[config.mk]
export PLATFORM = sky130hd
export DESIGN_NAME = torus_link_ep
export DESIGN_NICKNAME = d
export VERILOG_FILES = /design/src/rtl/torus_link_ep_pkg.sv /design/src/rtl/torus_link_ep_link_fifo.sv /design/src/rtl/torus_link_ep.sv
export SDC_FILE = /design/constraint.sdc
export NUM_CORES = 1
export LEC_CHECK = 0
export CAP_MARGIN = 20
export CELL_PAD_IN_SITES_DETAIL_PLACEMENT = 0
export CELL_PAD_IN_SITES_GLOBAL_PLACEMENT = 1
export CORE_MARGIN = 2
export CORE_UTILIZATION = 42
export CTS_CLUSTER_SIZE = 10
export DETAILED_ROUTE_END_ITERATION = 8
export PLACE_DENSITY_LB_ADDON = 0.1
export SETUP_SLACK_MARGIN = 0.5
export SLEW_MARGIN = 20
export SYNTH_ARGS = -nofsm -noshare
export SYNTH_HDL_FRONTEND = slang
export SYNTH_SLANG_ARGS = --single-unit
[constraint.sdc]
create_clock -name clk_i -period 5.25 [get_ports clk_i]
set_clock_uncertainty 0.1 [all_clocks]
set_input_delay 0.7875 -clock clk_i [delete_from_list [all_inputs] [get_ports clk_i]]
set_output_delay 0.7875 -clock clk_i [all_outputs]
set_load 0.01 [all_outputs]
[src/rtl/torus_link_ep_pkg.sv]
// ============================================================================
// Module      : torus_link_ep_pkg
// Description : Shared torus link definitions: default flit geometry, port
//               bit positions and direction indices used by the connector.
// Revision    : 1.0 - initial release
// ============================================================================
`default_nettype none

package torus_link_ep_pkg;

    localparam int DATA_SIZE = 37;
    localparam int PORT_SIZE = DATA_SIZE + 2;
    localparam int VALID_BIT = DATA_SIZE;
    localparam int ACK_BIT   = DATA_SIZE + 1;

    typedef enum logic [1:0] {
        DIR_NORTH = 2'd0,
        DIR_EAST  = 2'd1,
        DIR_SOUTH = 2'd2,
        DIR_WEST  = 2'd3
    } dir_e;

    // Bit positions follow the payload width, so parameterised endpoints
    // derive them from their own DATA_SIZE rather than the defaults above.
    function automatic int valid_bit(input int data_size);
        return data_size;
    endfunction

    function automatic int ack_bit(input int data_size);
        return data_size + 1;
    endfunction

endpackage

`default_nettype wire

[src/rtl/torus_link_ep_link_fifo.sv]
// ============================================================================
// Module      : link_fifo
// Description : Power-of-two receive FIFO with occupancy count.
// Revision    : 1.0 - initial release
// ============================================================================
`default_nettype none

module link_fifo #(
    parameter int WIDTH = 37,
    parameter int DEPTH = 4
) (
    input  logic                     clk_i,
    input  logic                     rst_i,
    input  logic                     push_i,
    input  logic [WIDTH-1:0]         din_i,
    input  logic                     pop_i,
    output logic [WIDTH-1:0]         dout_o,
    output logic                     full_o,
    output logic                     empty_o,
    output logic [$clog2(DEPTH):0]   count_o
);

    localparam int c_aw = $clog2(DEPTH);
    localparam int c_cw = c_aw + 1;

    logic [WIDTH-1:0] r_mem_q [DEPTH];
    logic [c_aw-1:0]  r_wr_ptr_q, w_wr_ptr_d;
    logic [c_aw-1:0]  r_rd_ptr_q, w_rd_ptr_d;
    logic [c_cw-1:0]  r_count_q,  w_count_d;
    logic             w_wr;
    logic             w_rd;

    assign full_o  = (r_count_q == c_cw'(DEPTH));
    assign empty_o = (r_count_q == '0);
    assign count_o = r_count_q;
    assign dout_o  = r_mem_q[r_rd_ptr_q];
    assign w_wr    = push_i & ~full_o;
    assign w_rd    = pop_i & ~empty_o;

    // Pointers wrap naturally because DEPTH is a power of two.
    always_comb begin
        w_wr_ptr_d = r_wr_ptr_q + (w_wr ? c_aw'(1) : '0);
        w_rd_ptr_d = r_rd_ptr_q + (w_rd ? c_aw'(1) : '0);
        w_count_d  = r_count_q + c_cw'(w_wr) - c_cw'(w_rd);
    end

    always_ff @(posedge clk_i) begin
        if (rst_i) begin
            r_wr_ptr_q <= '0;
            r_rd_ptr_q <= '0;
            r_count_q  <= '0;
        end else begin
            r_wr_ptr_q <= w_wr_ptr_d;
            r_rd_ptr_q <= w_rd_ptr_d;
            r_count_q  <= w_count_d;
        end
    end

    always_ff @(posedge clk_i) begin
        if (w_wr) begin
            r_mem_q[r_wr_ptr_q] <= din_i;
        end
    end

endmodule

`default_nettype wire

[src/rtl/torus_link_ep.sv]
// ============================================================================
// Module      : torus_link_ep
// Description : Torus link endpoint: TX holding register plus credit-free
//               ack-gated RX FIFO on one connector port slice.
// Revision    : 1.0 - initial release
// ============================================================================
`default_nettype none

module torus_link_ep #(
    parameter int DATA_SIZE  = torus_link_ep_pkg::DATA_SIZE,
    parameter int PORT_SIZE  = DATA_SIZE + 2,
    parameter int FIFO_DEPTH = 4
) (
    input  logic                          clk_i,
    input  logic                          rst_i,
    input  logic [PORT_SIZE-1:0]          port_i,
    output logic [PORT_SIZE-1:0]          port_o,
    input  logic [DATA_SIZE-1:0]          tx_data_i,
    input  logic                          tx_valid_i,
    output logic                          tx_ready_o,
    output logic [DATA_SIZE-1:0]          rx_data_o,
    output logic                          rx_valid_o,
    input  logic                          rx_ready_i,
    output logic [$clog2(FIFO_DEPTH):0]   rx_count_o
);

    import torus_link_ep_pkg::*;

    localparam int c_vld_bit = valid_bit(DATA_SIZE);
    localparam int c_ack_bit = ack_bit(DATA_SIZE);
    localparam int c_cnt_w   = $clog2(FIFO_DEPTH) + 1;

    logic                 r_hold_valid_q, w_hold_valid_d;
    logic [DATA_SIZE-1:0] r_hold_data_q,  w_hold_data_d;
    logic                 r_ack_q,        w_ack_d;

    logic                 w_link_ack;
    logic                 w_link_valid;
    logic                 w_accept;
    logic                 w_xfer;
    logic                 w_push;
    logic                 w_pop;
    logic                 w_full;
    logic                 w_empty;
    logic [c_cnt_w-1:0]   w_count;
    logic [c_cnt_w-1:0]   w_count_next;

    assign w_link_ack   = port_i[c_ack_bit];
    assign w_link_valid = port_i[c_vld_bit];
    assign port_o       = PORT_SIZE'({r_ack_q, r_hold_valid_q, r_hold_data_q});

    assign tx_ready_o = ~r_hold_valid_q | w_link_ack;
    assign w_accept   = tx_valid_i & tx_ready_o;
    assign w_xfer     = r_hold_valid_q & w_link_ack;

    always_comb begin
        w_hold_valid_d = r_hold_valid_q;
        w_hold_data_d  = r_hold_data_q;
        if (w_accept) begin
            w_hold_valid_d = 1'b1;
            w_hold_data_d  = tx_data_i;
        end else if (w_xfer) begin
            w_hold_valid_d = 1'b0;
        end
    end

    // ack is only raised when the post-edge count leaves a free slot, so the
    // full term below never actually blocks a link write.
    assign w_push       = w_link_valid & r_ack_q & ~w_full;
    assign w_pop        = rx_valid_o & rx_ready_i;
    assign w_count_next = w_count + c_cnt_w'(w_push) - c_cnt_w'(w_pop);
    assign w_ack_d      = (w_count_next < c_cnt_w'(FIFO_DEPTH));

    always_ff @(posedge clk_i) begin
        if (rst_i) begin
            r_hold_valid_q <= 1'b0;
            r_hold_data_q  <= '0;
            r_ack_q        <= 1'b0;
        end else begin
            r_hold_valid_q <= w_hold_valid_d;
            r_hold_data_q  <= w_hold_data_d;
            r_ack_q        <= w_ack_d;
        end
    end

    link_fifo #(
        .WIDTH (DATA_SIZE),
        .DEPTH (FIFO_DEPTH)
    ) u_rx_fifo (
        .clk_i   (clk_i),
        .rst_i   (rst_i),
        .push_i  (w_push),
        .din_i   (port_i[DATA_SIZE-1:0]),
        .pop_i   (w_pop),
        .dout_o  (rx_data_o),
        .full_o  (w_full),
        .empty_o (w_empty),
        .count_o (w_count)
    );

    assign rx_valid_o = ~w_empty;
    assign rx_count_o = w_count;

endmodule

`default_nettype wire

==> results of run 1 <==
==> layout make-up <==
class / count / area (µm²) / share of cell area (%)
Timing Repair Buffer: 170 / 1680 / 17.6
Clock inverter: 12 / 92.6 / 0.969
Clock buffer: 18 / 429 / 4.49
Sequential cell: 194 / 5370 / 56.2
Tap cell: 220 / 275 / 2.88
Inverter: 8 / 30.0 / 0.314
Multi-Input combinational cell: 183 / 1680 / 17.6
==> metal layers <==
metal | vias up | share of wire (%) | track usage (%)
met2 | 135 | 48 | 25.9
li1 | 1938 | - | -
met3 | 10 | 8.1 | 7.32
met4 | 0 | 1.3 | 4.98
met5 | - | 0 | 0
met1 | 2010 | 42 | 20.0
==> power groups by stage <==
stage	Clock (W)	Combinational [W]	Sequential, W
after floorplan	0	0.000554	0.00185
after global placement	0	0.000942	0.00192
after detailed placement	0	0.000948	0.00192
after CTS	0.00118	0.000952	0.00189
after global routing	0.00123	0.00101	0.00190
final	0.00114	0.000935	0.00188
==> cell usage in the layout (no fill, tap or decap), types with 2 or more instances in the layout <==
master / instances
inv_2: 2
mux4_2: 37
edfxtp_1: 148
inv_1: 6
o21ai_0: 35
buf_4: 10
clkinv_1: 4
clkdlybuf4s50_1: 160
nor2_1: 8
nand3_1: 37
clkinvlp_4: 2
dfxtp_2: 2
clkinvlp_2: 2
clkbuf_16: 17
ha_1: 4
xor2_1: 3
nor2b_1: 3
dfxtp_1: 44
o21ai_1: 2
a21oi_1: 38
xnor2_1: 2
==> path summary, 6_finish.rpt <==
check / from / end / slack [ns] / depth (start not counted)
worst max-delay path: u_rx_fifo.r_rd_ptr_q[0]$_SDFF_PP0_ / rx_data_o[26] / 1.57 / 3
worst min-delay path: r_hold_data_q[33]$_SDFFE_PP0P_ / r_hold_data_q[33]$_SDFFE_PP0P_ / 0.38 / 2
worst max register to register: u_rx_fifo.count_o[1]$_SDFF_PP0_ / u_rx_fifo.r_mem_q[2][30]$_DFFE_PP_ / 2.71 / 4
worst min register to register: r_hold_data_q[33]$_SDFFE_PP0P_ / r_hold_data_q[33]$_SDFFE_PP0P_ / 0.38 / 2
==> registers in the layout (all words and copies together), names as in the netlist <==
name and count:
r_ack_q 1, r_hold_data_q 37, r_hold_valid_q 1, u_rx_fifo.count_o 3, u_rx_fifo.r_mem_q 148, u_rx_fifo.r_rd_ptr_q 2
u_rx_fifo.r_wr_ptr_q 2
==> Yosys cell counts (2+ instances only) <==
cell type and count:
xnor2_1 2, buf_4 4, mux4_2 37, buf_2 12
nand3_1 37, o21ai_1 2, nor2_1 8, dfxtp_1 46
inv_2 2, o21ai_0 35, clkbuf_1 10, nor3b_1 2
buf_6 2, xor2_1 3, nor2b_1 4, a21oi_1 38
ha_1 4, buf_1 3, inv_1 6, edfxtp_1 148
==> cell families after synthesis <==
kind of cell	after synthesis	synth area share [%]
AO/OA/AOI/OAI	79	5.69
XOR/XNOR	5	0.607
adder cells (fa/ha/maj)	5	0.972
buffers and inverters	39	2.65
flip-flops	194	74.4
multiplexers	39	11.8
AND/OR/NAND/NOR	55	3.83
==> worst max-delay path, delay by kind of cell, from the launching register on <==
family   cells  cell delay, ns
buf+inv      2            0.92
flops        1            0.89
mux          1            0.55
==> per-stage QoR <==
| step | total power [W] | utilization [%] |
|---|---|---|
| after CTS | 0.00401 | 57.2 |
| after detailed placement | 0.00287 | 54.0 |
| final | 0.00396 | 57.2 |
| after global routing | 0.00414 | 57.2 |
| after floorplan | 0.00241 | - |
| after global placement | 0.00286 | 54.0 |
==> summary.txt, run 1 <==
Run status
  – Status: complete, no violations

Setup path
  – Crit-path slowest cell: dfxtp_2
  – Crit end category: output pin
  – Worst EP required: 4.36 ns
  – Data arrival, critical path: 2.80 ns
  – Worst setup path class: flip-flop to output pin
  – CP max FO: 24
  – Slowest Stage Delay on Critical Path: 0.89 ns
  – Startpoint types: flip-flop
  – Crit path cell chain: buf_4, mux4_2, clkdlybuf4s50_1

STA
  – Post-layout min period: 3.68 ns
  – Final Hold Fails: 0
  – Period Utilization, post-route: 70.2%
  – Smallest hold slack: 0.377 ns
  – Slew HR: 33.9%
  – Slack of the critical path: 1.57 ns
  – FMAX: 0.271 GHz
  – Tightest Pin Transition: 0.992 ns
  – Final Max Slew Viols: 0
  – Final setup viols: 0
  – RSZ-0062 raised after global routing: false
  – Setup_tns: 0 ns

Synthesis
  – Area fraction of the dominant cell type after synthesis: 61.6%
  – Mapped Cells: 416
  – Synth Cell Area: 0.00721 mm²
  – Top post-synthesis cells by area: edfxtp_1 (62%), dfxtp_1 (13%), mux4_2 (12%)
  – FF+latch count, synth: 194
  – Synth cell types: 31
  – Sequential area share after synthesis: 74.4%
  – Post-synth EDFFs: 148
  – Cell taking the most area after synthesis: edfxtp_1
  – Asr flop ratio synth: 0%
  – Post-synth top flop: edfxtp_1
  – Syn_nets: 501
  – Total number of yosys warnings: 0
  – Avg Inst Size Synth: 17.3 µm²

Clock tree
  – PostCTS Resize Cnt: 0
  – Clock sinks: 194
  – Num CTS Buffers: 17
  – # Post-CTS Setup Buffers: 0
  – Clock transition at path regs: 0.07 ns
  – CTS Root Cell: clkbuf_16
  – Hold-fix buffers, CTS: 0
  – Latest clock arrival within the worst-skew pair: 0.41 ns
  – CTS tree: built
  – H-Tree Level Count: 4
  – CTS Buffer Depth: 2

Global route
  – Initial antenna violation count: 0
  – Vias in the first global route: 4194
  – Largest net degree at the start of global routing: 48
  – First-pass GRT wire length: 22100 µm
  – Grt total ovfl: 0
  – GRT Util Overall: 16.2%

Floorplanning
  – Initial Util: 43.2%
  – Die width: 135 µm
  – I/O pins: 161
  – DIE AREA: 0.0182 mm²
  – Core ar.: 0.0167 mm²
  – Die height: 135 µm
  – Core Rows: 47

Routing
  – DRT Wirelength: 14400 µm
  – Drt pass-1 iters: 4
  – First DRT Iteration DRCs: 175
  – DRC Markers: 0
  – Vias per cell: 5.08
  – Via count: 4093
  – Drt wl/cell: 17.9 µm
  – Antenna-violating nets left: 0

Finish
  – Post-route cell area: 0.00955 mm²
  – Non-Filler Instances: 805
  – Share of post-route cells with drive strength above 1: 14.2%
  – Antenna diodes: 0
  – Area added between synthesis and finish: 32.4%
  – Nets: 659
  – Fill cells: 1282

Place
  – Final Wtd Congestion: 0.780
  – Hpwl dp: 9070 µm
  – Placed Cells incl. Taps: 775
  – PortBufs: 160
  – Dpl cell area: 0.00902 mm²
  – Pre-CTS WS: 1.75 ns

Power
  – LEAKAGE: 3.11 nW
  – P per Cell Area: 414 mW/mm²
  – Int Pwr: 0.00298 W
  – Clock power frac: 28.9%
  – Switching power share of the total: 24.6%
  – Peak VDD IR: 0.281 mV
  – Flop pwr share: 47.5%
  – Comb pwr share: 23.6%
  – Net switching power: 0.000975 W

Hold path
  – HP Class: flip-flop to flip-flop

Job
  – # Max-Cap Violations: 0
No activity file was read; power rests on OpenSTA's default activity.
==> run 2, diff against run 1 <==
--- a/config.mk
+++ b/config.mk
@@ -9,7 +9,7 @@
 export CELL_PAD_IN_SITES_DETAIL_PLACEMENT = 0
 export CELL_PAD_IN_SITES_GLOBAL_PLACEMENT = 1
 export CORE_MARGIN = 2
-export CORE_UTILIZATION = 42
+export CORE_UTILIZATION = 38
 export CTS_CLUSTER_SIZE = 10
 export DETAILED_ROUTE_END_ITERATION = 8
 export PLACE_DENSITY_LB_ADDON = 0.1
==> constraint.sdc (replaced) <==
create_clock -name clk_i -period 3.19 [get_ports clk_i]
set_clock_uncertainty 0.1 [all_clocks]
set_input_delay 0.4785 -clock clk_i [delete_from_list [all_inputs] [get_ports clk_i]]
set_output_delay 0.4785 -clock clk_i [all_outputs]
set_load 0.01 [all_outputs]
==> summary.txt, run 2 (synthesis results as in run 1) <==
Finish
  – Sequential Area: 0.00537 mm²
  – Antenna diodes: 0
  – Area added between synthesis and finish: 35.0%
  – Share of post-route cells with drive strength above 1: 16.0%
  – Most frequent cells in the layout: clkdlybuf4s50_1 (159), edfxtp_1 (148), dfxtp_1 (44)
  – Max reg flops: 148
  – Core Util, Final: 52.2%
  – Multi-input combinational cell area: 0.00169 mm²
  – Reg with most FFs: u_rx_fifo.r_mem_q
  – Fill cells: 1581
  – Commonest non-fill, non-tap cell in the layout: clkdlybuf4s50_1
  – Nets: 664

Clock tree
  – Clock transition at path regs: 0.07 ns
  – H-Tree Level Count: 4
  – Clock sinks: 194
  – CTS tree: built
  – Hold-fix buffers, CTS: 0
  – Latest clock arrival within the worst-skew pair: 0.42 ns
  – CTS Root Cell: clkbuf_16
  – CTS Buffer Depth: 2
  – Num CTS Buffers: 17

Setup path
  – Startpoint types: flip-flop
  – Crit end category: output pin
  – Worst setup path class: flip-flop to output pin
  – Worst EP required: 2.61 ns
  – CP max FO: 16
  – Data arrival, critical path: 2.05 ns

STA
  – Final Max Slew Viols: 0
  – Post-layout min period: 2.62 ns
  – Slew HR: 60.3%
  – Period Utilization, post-route: 82.2%
  – Setup_tns: 0 ns
  – Final Hold Fails: 0
  – Tightest Pin Transition: 0.594 ns
  – Final setup viols: 0
  – RSZ-0062 raised after global routing: true
  – FMAX: 0.381 GHz

Power
  – LEAKAGE: 3.19 nW
  – Peak VDD IR: 0.356 mV
  – P per Cell Area: 697 mW/mm²

Floorplanning
  – DIE AREA: 0.0201 mm²
  – Core ar.: 0.0186 mm²
  – Initial Util: 38.7%
  – Die height: 142 µm
  – I/O pins: 161
  – Die width: 142 µm
  – Core Rows: 50

Global route
  – First-pass GRT wire length: 23600 µm
  – Grt total ovfl: 0
  – Initial antenna violation count: 0
  – GRT Util Overall: 15.6%
  – Vias in the first global route: 4342
  – Largest net degree at the start of global routing: 39

Routing
  – Antenna-violating nets left: 0
  – Drt wl/cell: 18.5 µm
  – Via count: 4192
  – Drt pass-1 iters: 4
  – Vias per cell: 5.08
  – DRT Wirelength: 15300 µm
  – DRC Markers: 0
  – First DRT Iteration DRCs: 178

Place
  – PortBufs: 160
  – Final Wtd Congestion: 0.714
  – Hpwl dp: 9580 µm

Hold path
  – HP Class: flip-flop to flip-flop

Job
  – # Max-Cap Violations: 0

Run status
  – Status: complete, no violations
==> run 2: area by class of cell <==
type / instances / area share, %
Sequential cell: 194 / 55.2
Timing Repair Buffer: 175 / 18.3
Multi-Input combinational cell: 183 / 17.4
Clock buffer: 17 / 4.37
Tap cell: 234 / 3.01
Clock inverter: 15 / 1.50
Inverter: 8 / 0.308
==> run 2: layer usage <==
metal | wire length [µm] | share of wire (%) | GRT usage [%]
met2 | 7500 | 49 | 26.2
met3 | 1430 | 9.3 | 7.05
met4 | 155 | 1.0 | 4.42
met5 | 0 | 0 | 0
met1 | 6230 | 41 | 18.2
==> run 2: timing repair <==
item	in CTS	in global routing
resized for setup	1	1
setup buffers	3	0
setup endpoints to repair	37	5
==> run 2: worst paths after layout <==
kind,startpoint,to,slack [ns],cells after the start
hold reg to reg,r_hold_data_q[2]$_SDFFE_PP0P_,r_hold_data_q[2]$_SDFFE_PP0P_,0.38,2
setup / recovery,u_rx_fifo.r_rd_ptr_q[0]$_SDFF_PP0_,rx_data_o[20],0.57,3
setup reg to reg,u_rx_fifo.count_o[1]$_SDFF_PP0_,r_ack_q$_SDFF_PP0_,1.03,7
hold / removal,r_hold_data_q[2]$_SDFFE_PP0P_,r_hold_data_q[2]$_SDFFE_PP0P_,0.38,2
==> run 2: where the power goes <==
group / switching [W] / internal (W) / leakage (nW)
Clock: 0.000949 / 0.00110 / 0.274
Sequential: 0.000116 / 0.00290 / 1.72
Combinational: 0.000702 / 0.00102 / 1.20
==> run 2: stage by stage <==
| stage | instance area, µm² | hold slack [ns] | std cells | power, W | setup WS (ns) |
|---|---|---|---|---|---|
| 2_1_floorplan | 7250 | 0.398 | 416 | 0.00397 | 0.747 |
| 3_3_place_gp | 9130 | 0.361 | 791 | 0.00478 | 0.689 |
| 3_5_place_dp | 9130 | 0.368 | 791 | 0.00480 | 0.676 |
| 4_1_cts | 9740 | 0.378 | 826 | 0.00690 | 0.508 |
| 5_1_grt | 9740 | 0.402 | 826 | 0.00711 | 0.485 |
| 6_report | 9740 | 0.376 | 826 | 0.00679 | 0.566 |
==> run 2: critical path, stage by stage (launching register included) <==
cell	delay, ns
dfxtp_4	0.39
buf_12	0.19
mux4_2	0.54
clkdlybuf4s50_1	0.50
==> run 3, diff against run 2 <==
--- a/config.mk
+++ b/config.mk
@@ -9,7 +9,7 @@
 export CELL_PAD_IN_SITES_DETAIL_PLACEMENT = 0
 export CELL_PAD_IN_SITES_GLOBAL_PLACEMENT = 1
 export CORE_MARGIN = 2
-export CORE_UTILIZATION = 38
+export CORE_UTILIZATION = 42
 export CTS_CLUSTER_SIZE = 10
 export DETAILED_ROUTE_END_ITERATION = 8
 export PLACE_DENSITY_LB_ADDON = 0.1
==> constraint.sdc (replaced) <==
create_clock -name clk_i -period 2.7 [get_ports clk_i]
set_clock_uncertainty 0.1 [all_clocks]
set_input_delay 0.405 -clock clk_i [delete_from_list [all_inputs] [get_ports clk_i]]
set_output_delay 0.405 -clock clk_i [all_outputs]
set_load 0.01 [all_outputs]
==> summary.txt, run 3 (synthesis results as in run 1) <==
Hold path
  – HP Start: r_hold_data_q[27]$_SDFFE_PP0P_
  – Worst Hold End: r_hold_data_q[27]$_SDFFE_PP0P_
  – Worst Hold Depth: 2
  – HP Class: flip-flop to flip-flop

Global route
  – Grt total ovfl: 0
  – GRT Util Overall: 17.5%
  – Largest net degree at the start of global routing: 45
  – Initial antenna violation count: 0
  – Vias in the first global route: 4453
  – First-pass GRT wire length: 23800 µm

Clock tree
  – Latest clock arrival within the worst-skew pair: 0.42 ns
  – Hold-fix buffers, CTS: 0
  – CTS Buffer Depth: 2
  – H-Tree Level Count: 4
  – Num CTS Buffers: 17
  – Clock transition at path regs: 0.06 ns
  – Clock sinks: 194
  – CTS Root Cell: clkbuf_16
  – CTS tree: built

Finish
  – Antenna diodes: 0
  – Post-route cell area: 0.00995 mm²
  – Most frequent cells in the layout: edfxtp_1 (148), clkdlybuf4s50_1 (123), dfxtp_1 (41)
  – Share of post-route cells with drive strength above 1: 23.8%
  – Commonest non-fill, non-tap cell in the layout: edfxtp_1
  – Nets: 673
  – Area added between synthesis and finish: 38.0%
  – Core Util, Final: 59.6%
  – Reg with most FFs: u_rx_fifo.r_mem_q
  – Non-Filler Instances: 821
  – Max reg flops: 148

Power
  – Int Pwr: 0.00629 W
  – Comb pwr share: 27.7%
  – Peak VDD IR: 0.470 mV
  – Flop pwr share: 42.6%
  – Clock power frac: 29.8%
  – Net switching power: 0.00211 W
  – Switching power share of the total: 25.1%
  – LEAKAGE: 3.33 nW
  – P per Cell Area: 844 mW/mm²

STA
  – Period Utilization, post-route: 84.5%
  – Final setup viols: 0
  – Smallest hold slack: 0.372 ns
  – Setup_tns: 0 ns
  – Tightest Pin Transition: 0.571 ns
  – Final Hold Fails: 0
  – FMAX: 0.438 GHz
  – Post-layout min period: 2.28 ns
  – RSZ-0062 raised after global routing: true
  – Slew HR: 61.9%
  – Final Max Slew Viols: 0

Floorplanning
  – Die width: 135 µm
  – Core Rows: 47
  – I/O pins: 161
  – DIE AREA: 0.0182 mm²
  – Initial Util: 43.2%
  – Die height: 135 µm
  – Core ar.: 0.0167 mm²

Run status
  – Status: complete, no violations

Place
  – Dpl cell area: 0.00916 mm²
  – Final Wtd Congestion: 0.731
  – Hpwl dp: 9060 µm
  – PortBufs: 160
  – Placed Cells incl. Taps: 777

Setup path
  – R2R Path End: r_ack_q$_SDFF_PP0_
  – Crit path cell chain: buf_6, buf_16, mux4_2, buf_6
  – Top cell by count, worst path: buf_6
  – Slowest Stage Delay on Critical Path: 0.52 ns
  – Worst EP required: 2.19 ns
  – Worst setup path class: flip-flop to output pin
  – Crit end category: output pin
  – Stages on worst setup path: 4
  – R2R setup slack: 0.69 ns
  – Reg2Reg Launch Point: u_rx_fifo.count_o[2]$_SDFF_PP0_
  – CP max FO: 6
  – Startpoint types: flip-flop
  – Data arrival, critical path: 1.78 ns
  – Crit-path slowest cell: mux4_2
  – Buffers & Inverters on Critical Path: 3
  – Worst reg-to-reg path cell count: 7
  – CP top delay family: multiplexers

Routing
  – First DRT Iteration DRCs: 207
  – Vias per cell: 5.15
  – Antenna-violating nets left: 0
  – Via count: 4230
  – DRT Wirelength: 15100 µm
  – Drt pass-1 iters: 4
  – DRC Markers: 0
  – Drt wl/cell: 18.4 µm

Job
  – # Max-Cap Violations: 0
-- run 3: changes by cell type in the layout (fill, tap and decap cells not counted), moves of 3 or more --
| cell | delta |
|---|---|
| clkdlybuf4s50_1 | -36 |
| buf_6 | +29 |
| buf_2 | +11 |
| buf_12 | +5 |
| buf_4 | -4 |
| buf_16 | +3 |
| clkinv_4 | -3 |
| dfxtp_1 | -3 |
| inv_6 | -3 |
-- run 3: power by group through the flow --
stage | combinational [W] | clock (W) | sequential [W]
floorplan | 0.00110 | 0 | 0.00361
global placement | 0.00205 | 0 | 0.00361
detailed placement | 0.00205 | 0 | 0.00362
CTS | 0.00229 | 0.00257 | 0.00358
global route | 0.00249 | 0.00269 | 0.00360
finish | 0.00232 | 0.00250 | 0.00358
-- run 3: area by class of cell --
class	instances	area, µm²
Clock inverter	13	159
Clock buffer	19	433
Tap cell	220	275
Timing Repair Buffer	184	1970
Multi-Input combinational cell	183	1700
Fill cell	1293	6750
Sequential cell	194	5380
Inverter	8	30.0
-- run 3: through the flow --
step                power, W  setup WS [ns]
detailed placement   0.00568          0.347
floorplan            0.00471          0.502
global placement     0.00566          0.357
global route         0.00879          0.362
finish               0.00840          0.418
CTS                  0.00844          0.392
-- run 3: how the worst max path moves through the flow --
stage                                        from                           endpoint  slack, ns
6_report       u_rx_fifo.r_rd_ptr_q[0]$_SDFF_PP0_                       rx_data_o[8]       0.42
5_1_grt        u_rx_fifo.r_rd_ptr_q[0]$_SDFF_PP0_                       rx_data_o[8]       0.36
4_1_cts        u_rx_fifo.r_rd_ptr_q[0]$_SDFF_PP0_                      rx_data_o[29]       0.39
3_5_place_dp                           port_i[37]                 r_ack_q$_SDFF_PP0_       0.35
3_3_place_gp                           port_i[37]                 r_ack_q$_SDFF_PP0_       0.36
2_1_floorplan     u_rx_fifo.count_o[1]$_SDFF_PP0_  u_rx_fifo.r_mem_q[1][0]$_DFFE_PP_       0.50
-- run 3: what timing repair did --
action / 4_1_cts / 5_1_grt
cloned: 3 / 0
hold endpoints to repair: 0 / 0
buffers inserted: 8 / 1
setup endpoints to repair: 38 / 37
gates resized for setup: 181 / 15
-- run 3: worst reg2reg max path, stage by stage, from the launching register on --
cell and delay [ns]:
dfxtp_2 0.36, o31ai_2 0.38, inv_1 0.08, ha_1 0.20
inv_1 0.05, ha_1 0.21, a31oi_1 0.18, mux2_2 0.35
-- run 3: routing by layer --
metal / track usage [%] / wire [µm] / vias up
met2: 29.1 / 7420 / 124
met4: 5.90 / 211 / 0
met1: 20.8 / 6160 / 2116
met5: 0 / 0 / -
met3: 7.28 / 1290 / 16
li1: - / - / 1974
